[config.mk]
export PLATFORM = sky130hd
export DESIGN_NAME = spi_frame_capture
export DESIGN_NICKNAME = d
export VERILOG_FILES = /design/src/rtl/spi_frame_capture.sv
export SDC_FILE = /design/constraint.sdc
export NUM_CORES = 1
export LEC_CHECK = 0
export BUFFER_PORTS_ARGS = -buffer_cell sky130_fd_sc_hd__buf_2
export CORE_MARGIN = 3
export CORE_UTILIZATION = 58
export CTS_CLUSTER_DIAMETER = 120
export DETAILED_ROUTE_END_ITERATION = 10
export GPL_ROUTABILITY_DRIVEN = 1
export PLACE_DENSITY_LB_ADDON = 0.08
export SLEW_MARGIN = 20
export SYNTH_ARGS = -nofsm -noshare
export SYNTH_HDL_FRONTEND = slang
export SYNTH_SLANG_ARGS = --single-unit
[constraint.sdc]
create_clock -name clk -period 3.1 [get_ports clk]
set_clock_uncertainty 0.05 [all_clocks]
set_input_delay 0.465 -clock clk [delete_from_list [all_inputs] [get_ports clk]]
set_output_delay 0.465 -clock clk [all_outputs]
set_load 0.01 [all_outputs]
[src/rtl/spi_frame_capture.sv]
// spi_frame_capture
//   Receive-side deserializer placed after the bitshifter. It synchronizes
//   chip-select, serial clock and serial data into the system clock domain.
//   Inside each chip-select frame it assembles MSB-first words and queues
//   them in a small FIFO that the consumer drains with a valid/ready
//   handshake. It also reports per-frame word count, a short-frame error
//   and a sticky overflow flag.
//
// Ports
//   clk         system clock (50 MHz)
//   rst         synchronous, active-high reset
//   cs_in       frame select, active-high (asynchronous to clk)
//   sclk_in     serial clock; data is sampled on its rising edge
//   sdi_in      serial data, MSB first
//   word_data   head-of-FIFO word (0 while word_valid is low)
//   word_valid  FIFO not empty
//   word_ready  consumer pops the head when word_valid && word_ready
//   frame_done  one-cycle pulse at the end of a frame
//   frame_err   one-cycle pulse with frame_done when a partial word was dropped
//   frame_words complete words in the last frame, saturating at 255
//   overflow    sticky; set when a word is dropped on a full FIFO
//   clr_ovf     clears overflow (a simultaneous drop wins)
module spi_frame_capture #(
   parameter int W     = 8,
   parameter int DEPTH = 4,
   parameter int SYNC  = 2
) (
   input  logic         clk,
   input  logic         rst,
   input  logic         cs_in,
   input  logic         sclk_in,
   input  logic         sdi_in,
   output logic [W-1:0] word_data,
   output logic         word_valid,
   input  logic         word_ready,
   output logic         frame_done,
   output logic         frame_err,
   output logic [7:0]   frame_words,
   output logic         overflow,
   input  logic         clr_ovf
);

   localparam int AW  = (DEPTH > 1) ? $clog2(DEPTH) : 1;
   localparam int BCW = $clog2(W);
   localparam int SCW = $clog2(SYNC + 1);

   localparam logic [BCW-1:0] BIT_LAST    = BCW'(W - 1);
   localparam logic [BCW-1:0] BIT_ONE     = BCW'(1);
   localparam logic [SCW-1:0] SETTLE_DONE = SCW'(SYNC);
   localparam logic [SCW-1:0] SETTLE_ONE  = SCW'(1);
   localparam logic [AW:0]    CNT_FULL    = (AW + 1)'(DEPTH);
   localparam logic [AW:0]    CNT_ONE     = (AW + 1)'(1);
   localparam logic [AW-1:0]  PTR_ONE     = AW'(1);

   typedef enum logic [1:0] {ARM, IDLE, ACTIVE} state_t;

   // ---- stage p0: input synchronizers and edge detection ----
   logic [SYNC-1:0] cs_sync, sclk_sync, sdi_sync;
   logic            cs_dly, sclk_dly;

   always_ff @(posedge clk) begin
      if (rst) begin
         cs_sync   <= '0;
         sclk_sync <= '0;
         sdi_sync  <= '0;
         cs_dly    <= 1'b0;
         sclk_dly  <= 1'b0;
      end else begin
         cs_sync   <= {cs_sync[SYNC-2:0], cs_in};
         sclk_sync <= {sclk_sync[SYNC-2:0], sclk_in};
         sdi_sync  <= {sdi_sync[SYNC-2:0], sdi_in};
         cs_dly    <= cs_sync[SYNC-1];
         sclk_dly  <= sclk_sync[SYNC-1];
      end
   end

   logic cs_s, sdi_s, cs_rise, cs_fall, sclk_rise;

   assign cs_s      = cs_sync[SYNC-1];
   assign sdi_s     = sdi_sync[SYNC-1];
   assign cs_rise   = cs_s & ~cs_dly;
   assign cs_fall   = ~cs_s & cs_dly;
   assign sclk_rise = sclk_sync[SYNC-1] & ~sclk_dly;

   // ---- stage p1: frame state machine and word assembly ----
   state_t         state, state_nxt;
   logic [SCW-1:0] settle;
   logic           start_frame, end_frame, take_bit;

   always_ff @(posedge clk) begin
      if (rst) state <= ARM;
      else     state <= state_nxt;
   end

   // The sync chains restart from 0 after reset, so their last stage reads 0
   // until SYNC cycles have passed. ARM waits for that before trusting a
   // low cs, otherwise a frame in progress at reset release would look like
   // a fresh cs rising edge.
   always_ff @(posedge clk) begin
      if (rst)                                     settle <= '0;
      else if (state == ARM && settle != SETTLE_DONE) settle <= settle + SETTLE_ONE;
   end

   always_comb begin
      state_nxt   = state;
      start_frame = 1'b0;
      end_frame   = 1'b0;
      take_bit    = 1'b0;
      case (state)
         ARM: begin
            if (settle == SETTLE_DONE && !cs_s) state_nxt = IDLE;
         end
         IDLE: begin
            if (cs_rise) begin
               state_nxt   = ACTIVE;
               start_frame = 1'b1;
            end
         end
         ACTIVE: begin
            // cs fall takes priority over a coincident sclk edge
            if (cs_fall) begin
               state_nxt = IDLE;
               end_frame = 1'b1;
            end else if (sclk_rise) begin
               take_bit = 1'b1;
            end
         end
         default: state_nxt = ARM;
      endcase
   end

   logic [BCW-1:0] bit_cnt;
   logic [W-2:0]   shreg;
   logic [W-1:0]   word_full;
   logic           word_done;

   assign word_full = {shreg, sdi_s};
   assign word_done = take_bit && (bit_cnt == BIT_LAST);

   always_ff @(posedge clk) begin
      if (rst) begin
         bit_cnt     <= '0;
         shreg       <= '0;
         frame_words <= 8'd0;
         frame_done  <= 1'b0;
         frame_err   <= 1'b0;
      end else begin
         frame_done <= end_frame;
         frame_err  <= end_frame && (bit_cnt != '0);
         if (start_frame) begin
            bit_cnt     <= '0;
            frame_words <= 8'd0;
         end else if (take_bit) begin
            shreg <= word_full[W-2:0];
            if (word_done) begin
               bit_cnt <= '0;
               if (frame_words != 8'hFF) frame_words <= frame_words + 8'd1;
            end else begin
               bit_cnt <= bit_cnt + BIT_ONE;
            end
         end
      end
   end

   // ---- stage p2: output FIFO ----
   logic [W-1:0]  mem [DEPTH];
   logic [AW-1:0] rd_ptr, wr_ptr;
   logic [AW:0]   cnt;
   logic          push, pop, full, wr_en, drop;

   assign push  = word_done;
   assign pop   = word_valid && word_ready;
   assign full  = (cnt == CNT_FULL);
   // When full, a same-cycle pop frees the slot the write lands in.
   assign wr_en = push && (!full || pop);
   assign drop  = push && full && !pop;

   always_ff @(posedge clk) begin
      if (wr_en) mem[wr_ptr] <= word_full;
   end

   always_ff @(posedge clk) begin
      if (rst) begin
         rd_ptr   <= '0;
         wr_ptr   <= '0;
         cnt      <= '0;
         overflow <= 1'b0;
      end else begin
         if (wr_en) wr_ptr <= wr_ptr + PTR_ONE;
         if (pop)   rd_ptr <= rd_ptr + PTR_ONE;
         case ({wr_en, pop})
            2'b10:   cnt <= cnt + CNT_ONE;
            2'b01:   cnt <= cnt - CNT_ONE;
            default: cnt <= cnt;
         endcase
         if (drop)         overflow <= 1'b1;
         else if (clr_ovf) overflow <= 1'b0;
      end
   end

   assign word_valid = (cnt != '0);
   assign word_data  = word_valid ? mem[rd_ptr] : '0;

endmodule

======== Yosys cells after proc, flatten, opt, wreduce, memory -nomap -nowiden ========
Memory sizes are Yosys's and may differ from the RTL's. A register that Yosys moved wholly into a read port is not among the register bits.
Index checks and enable logic that the tools add are counted.
word-level totals
  memories kept ........................... 1
  bits in latches ......................... 0
  bits in registers ....................... 40
  bits in writable memories ............... 32
  ROM bits ................................ 0
operators by class
  div/mod/pow operators ................... 0
  bitwise logic cells ..................... 7
  multipliers ............................. 0
  mux-type cells .......................... 20
  reduce and logical (&&, ||, !) cells .... 21
  order comparisons ....................... 0
  shifts and indexed selects .............. 0
  add/subtract/negate cells ............... 7
  eq/ne operators ......................... 12
memories
  name  depth  width  read ports  clocked after Yosys merged registers in  wr ports  RTL line  source
  mem   4      8      1           1                                        1         166       logic [W-1:0] mem [DEPTH];
operator list
  operator                                           count
  2-to-1 mux 1 bit                                   11
  2-to-1 mux 2 bit                                   5
  adder 8 x 1 -> 8 bit (second input constant)       1
  logical AND 1 bit                                  8
  2-to-1 mux 8 bit                                   1
  != test 8 bit (second input constant)              1
  adder 2 x 1 -> 2 bit (second input constant)       3
  adder 3 x 1 -> 3 bit (second input constant)       2
  == test 2 bit (second input constant)              3
  == test 3 bit (second input constant)              2
  != test 2 bit (second input constant)              3
  case mux 2 bit (3 select lines)                    1
  case mux 3 bit (2 select lines)                    1
  AND reduction 3 bit                                2
  nonzero test 3 bit                                 2
  == test 2 x 1 -> 1 bit (second input constant)     2
  NOT 1 bit                                          4
  nonzero test 2 bit                                 2
  AND 1 bit                                          3
  zero test 1 bit                                    3
  2-to-1 mux 3 bit                                   1
  subtractor 3 x 1 -> 3 bit (second input constant)  1
  zero test 2 bit                                    1
  != test 2 x 1 -> 1 bit (second input constant)     1
  3 further kinds                                    3

======== Logic depth before layout (Yosys ltp) ========
  depth in word-level cells ............... 9
  gate-level depth with buffers ........... 11

======== Least setup slack after synthesis ========
OpenSTA, ideal clock, no wires.
  path kind ............................... reg2reg
  from .................................... reg bit_cnt[0]
  to ...................................... reg cnt[2]
  arrival time ............................ 2.207 ns
  slack ................................... 0.772 ns
  clock period less this slack ............ 2.328 ns
  setup time .............................. 0.071 ns
  cell stages (with the launch flop) ...... 12
  data required time ...................... 2.979 ns
  path buffers ............................ 0
  cells stage by stage .................... dfxtp_1 > ha_1 > ha_1 > inv_1 > nor4_2 > inv_1 > ha_1 > inv_1 > fa_1 > xor2_1 > or3_1 > a21oi_1
on the way
  longest elaborated chain between the ends .. 5
  elaborated cells on any way between the ends .. 7
  those cells by class .................... eq/ne: 3; mux: 1; reduce/logical: 3
ends and longest elaborated chain
  item                                                                          RTL line  source
  start, declared                                                               132       logic [BCW-1:0] bit_cnt;
  start signal, assigned                                                        159       bit_cnt <= bit_cnt + BIT_ONE;
  == test 3 bit (*)                                                             138       assign word_done = take_bit && (bit_cnt == BIT_LAST);
  logical AND 1 bit (*)                                                         138
  logical AND 1 bit (*)                                                         175       assign wr_en = push && (!full || pop);
  == test 2 x 1 -> 1 bit / == test 2 bit (equally long branches)                191       case ({wr_en, pop})
  case mux 3 bit (2 select lines) / nonzero test 2 bit (equally long branches)  -
  end signal, assigned                                                          192       2'b10: cnt <= cnt + CNT_ONE;
  end signal, assigned                                                          193       2'b01: cnt <= cnt - CNT_ONE;
  end signal, assigned                                                          194       default: cnt <= cnt;
  end, declared                                                                 168       logic [AW:0] cnt;
Mark *: on every way between the ends. The rest lies on a longest branch, timed or not.
A chain may end at the register's enable or synchronous reset.

======== Worst setup path in the final report ========
Ends and elaborated chain as after synthesis.

==> summary.txt <==
Hold wc startpoint: sdi_in
CTS H-tree lvls: 3
Crit-path max FO: 7
Startpoint Class: register
Fill cells: 375
Vias in the first global route: 1704
Overall Global Routing Usage: 17.50%
Syn avg cell area: 12.46 sq um
Clk_lat worst skew: 0.34 ns
Pwr per Cell Area: 559.0 nW/um^2
Final RePlAce weighted congestion: 0.7526
WHS Path Cells: 2
TritonCTS clock tree: done
ANT nets after route: 0
Max Root-Sink Buffers: 2
Drt wl/cell: 14.35 um
P_leak: 1.311 nW
Sequential area share after synthesis: 59.53%
Crit path DAT: 2.86 ns
Syn nets: 261
First DRT Iteration DRCs: 79
Final Cycle Share: 85.49%
First-pass detailed-route iteration total: 6
RSZ-0062 raised after global routing: false
Register Area: 1802 sq um
DR vias/cell: 5.289
Drc violations: 0
First-pass GRT wire length: 8100 um
Post-Syn Area: 3027 sq um
Routed wire length: 4907 um
#FFs+latches synth: 74
VDD IR max: 0.4918 mV
Crit path time final: 2.650 ns
Cell variety after synth: 39
Cts repair resizes: 0
Vias: 1809
Top-Level Pins: 27
Fin Setup TNS: 0 ns
Initial Util: 62.03%
Share of synthesized registers carrying an async set or reset: 0%
Fmax: 377.3 MHz
CP required: 3.31 ns
Crit path from: bit_cnt[0]
Total Nets Final: 288
Total congestion overflow: 0
I/O Buffers: 26
Worst Setup Path Type: reg -> reg
EDFF count, synth: 32
Status: finished, final reports clean
Max-capacitance violation count: 0
Die area: 6122 sq um
Layout cells sized above 1: 20.00%
CTS Sinks: 74
Core footprint: 4880 sq um
Inserted Clock Buffers: 9
FF-to-FF Start: bit_cnt[0]
Setup-failing EPs final: 0
Top_reg_cell synth: dfxtp_1
Layout Cells excl Fill: 342
Slew Limit Fails: 0
Die height: 78.24 um
Setup bufs post-CTS: 0
# hold bufs at CTS: 0
ANT cells: 0
Initial antenna violation count: 0
Fin util: 70.00%
Rows: 25
Multi-input logic area: 1129 sq um
Hold crit path type: in -> reg
Slew @ Worst Pin: 0.5867 ns
Area added between synthesis and finish: 12.86%
Gate Count Post-Synth: 243
Largest net degree at the start of global routing: 34
Detailed-placement wirelength estimate: 3391 um
Yosys warning count: 0
Worst reg2reg path depth: 11
Die W: 78.24 um
Worst setup EP type: register
Dpl cells: 326
Endpoints failing hold: 0
CTS root buf: clkbuf_8
Worst-path clk slew: 0.08 ns
Relative slew slack: 60.56%
flip-flops by register name, indices dropped and copies added (netlist names), named ones only:
name         flops
sclk_sync        2
shreg            7
bit_cnt          3
wr_ptr           2
frame_done       1
cs_dly           1
sdi_sync         2
sclk_dly         1
cs_sync          2
mem             32
rd_ptr           2
overflow         1
state            2
cnt              3
frame_words      8
settle           2
frame_err        1
kinds of logic (layout without fill, tap and decap cells):
logic type | Yosys count | count (layout) | share of synthesized area [%]
AOI/OAI and AO/OA | 22 | 22 | 4.465
DFF | 74 | 74 | 59.53
buffers and inverters | 23 | 55 | 3.183
adders and majority gates | 11 | 11 | 4.795
xor gates and xnor gates | 6 | 6 | 1.737
muxes | 19 | 19 | 9.591
and+or+nand+nor | 88 | 88 | 16.70
per-stage QoR:
stage	hold slack, ns	setup slack, ns	total power, W	instance area (sq um)
floorplan	0.3638	0.7724	0.001125	3027
global placement	0.3700	0.5435	0.001140	3193
detailed placement	0.3751	0.4613	0.001142	3193
CTS	0.2634	0.4171	0.001927	3416
global route	0.2862	0.2155	0.001987	3416
finish	0.2769	0.4497	0.001909	3416
cell usage after synthesis (3+ instances only):
| cell type | number | share of area, % |
|---|---|---|
| nand3_1 | 5 | 0.83 |
| nand2b_1 | 3 | 0.62 |
| a21oi_1 | 11 | 1.8 |
| nor3_1 | 3 | 0.50 |
| xor2_1 | 3 | 0.87 |
| nand2_1 | 7 | 0.87 |
| or4_1 | 3 | 0.74 |
| mux2i_1 | 11 | 3.6 |
| ha_1 | 10 | 4.1 |
| and2_1 | 13 | 2.7 |
| mux4_2 | 8 | 6.0 |
| clkbuf_1 | 7 | 0.87 |
| dfxtp_1 | 42 | 28 |
| xnor2_1 | 3 | 0.87 |
| nand4_1 | 4 | 0.83 |
| edfxtp_1 | 32 | 32 |
| nor2b_1 | 11 | 2.3 |
| nor2_1 | 24 | 3.0 |
| or3_1 | 5 | 1.0 |
| inv_1 | 13 | 1.6 |
| o21ai_0 | 3 | 0.50 |
path summary, 6_finish.rpt:
check                                    to  slack [ns]
worst min register to register   cs_sync[1]        0.39
worst min-delay path            sdi_sync[0]        0.28
worst max register to register       cnt[2]        0.45
worst max-delay path                 cnt[2]        0.45
layout by cell type, fill, tap and decap left out, types with 4 or more instances in the layout:
cell,count
dfxtp_1,42
edfxtp_1,32
buf_2,26
nor2_1,24
inv_1,13
and2_1,13
nor2b_1,11
a21oi_1,11
mux2i_1,11
ha_1,10
clkbuf_8,10
mux4_2,8
nand2_1,7
or3_1,5
nand3_1,5
nand4_1,4
cell type report:
| class | instances | area share, % |
|---|---|---|
| flip-flops and latches | 74 | 52.75 |
| multi-input cells | 146 | 33.04 |
| clock buffers | 11 | 4.762 |
| repair buffers | 26 | 3.810 |
| well taps | 67 | 2.454 |
| clock inverters | 5 | 1.758 |
| inverters | 13 | 1.429 |
critical path, cell delays in order, from the launching register on:
cell     delay, ns
dfxtp_1       0.36
ha_1          0.17
ha_1          0.20
inv_1         0.10
nor4_2        0.58
inv_1         0.09
ha_1          0.22
inv_1         0.08
fa_1          0.18
xor2_1        0.07
or3_1         0.31
a21oi_1       0.16
where the power goes:
part,switching (W),leakage [nW],total [W],internal (W)
Combinational,0.0000390,0.564,0.0000787,0.0000397
Sequential,0.0000133,0.637,0.00104,0.00103
Clock,0.000347,0.111,0.000790,0.000444
Total,0.000399,1.31,0.00191,0.00151
layer usage:
layer / part of all wire (%) / vias to the layer above / global-route usage (%) / wire [um]
met5: 0 / - / 0 / 0
met4: 1.5 / 0 / 9.965 / 72
met3: 3.5 / 9 / 3.440 / 170
met2: 46 / 33 / 26.97 / 2255
met1: 49 / 847 / 23.18 / 2410
li1: - / 920 / - / -
No activity file was read; power rests on OpenSTA's default activity.
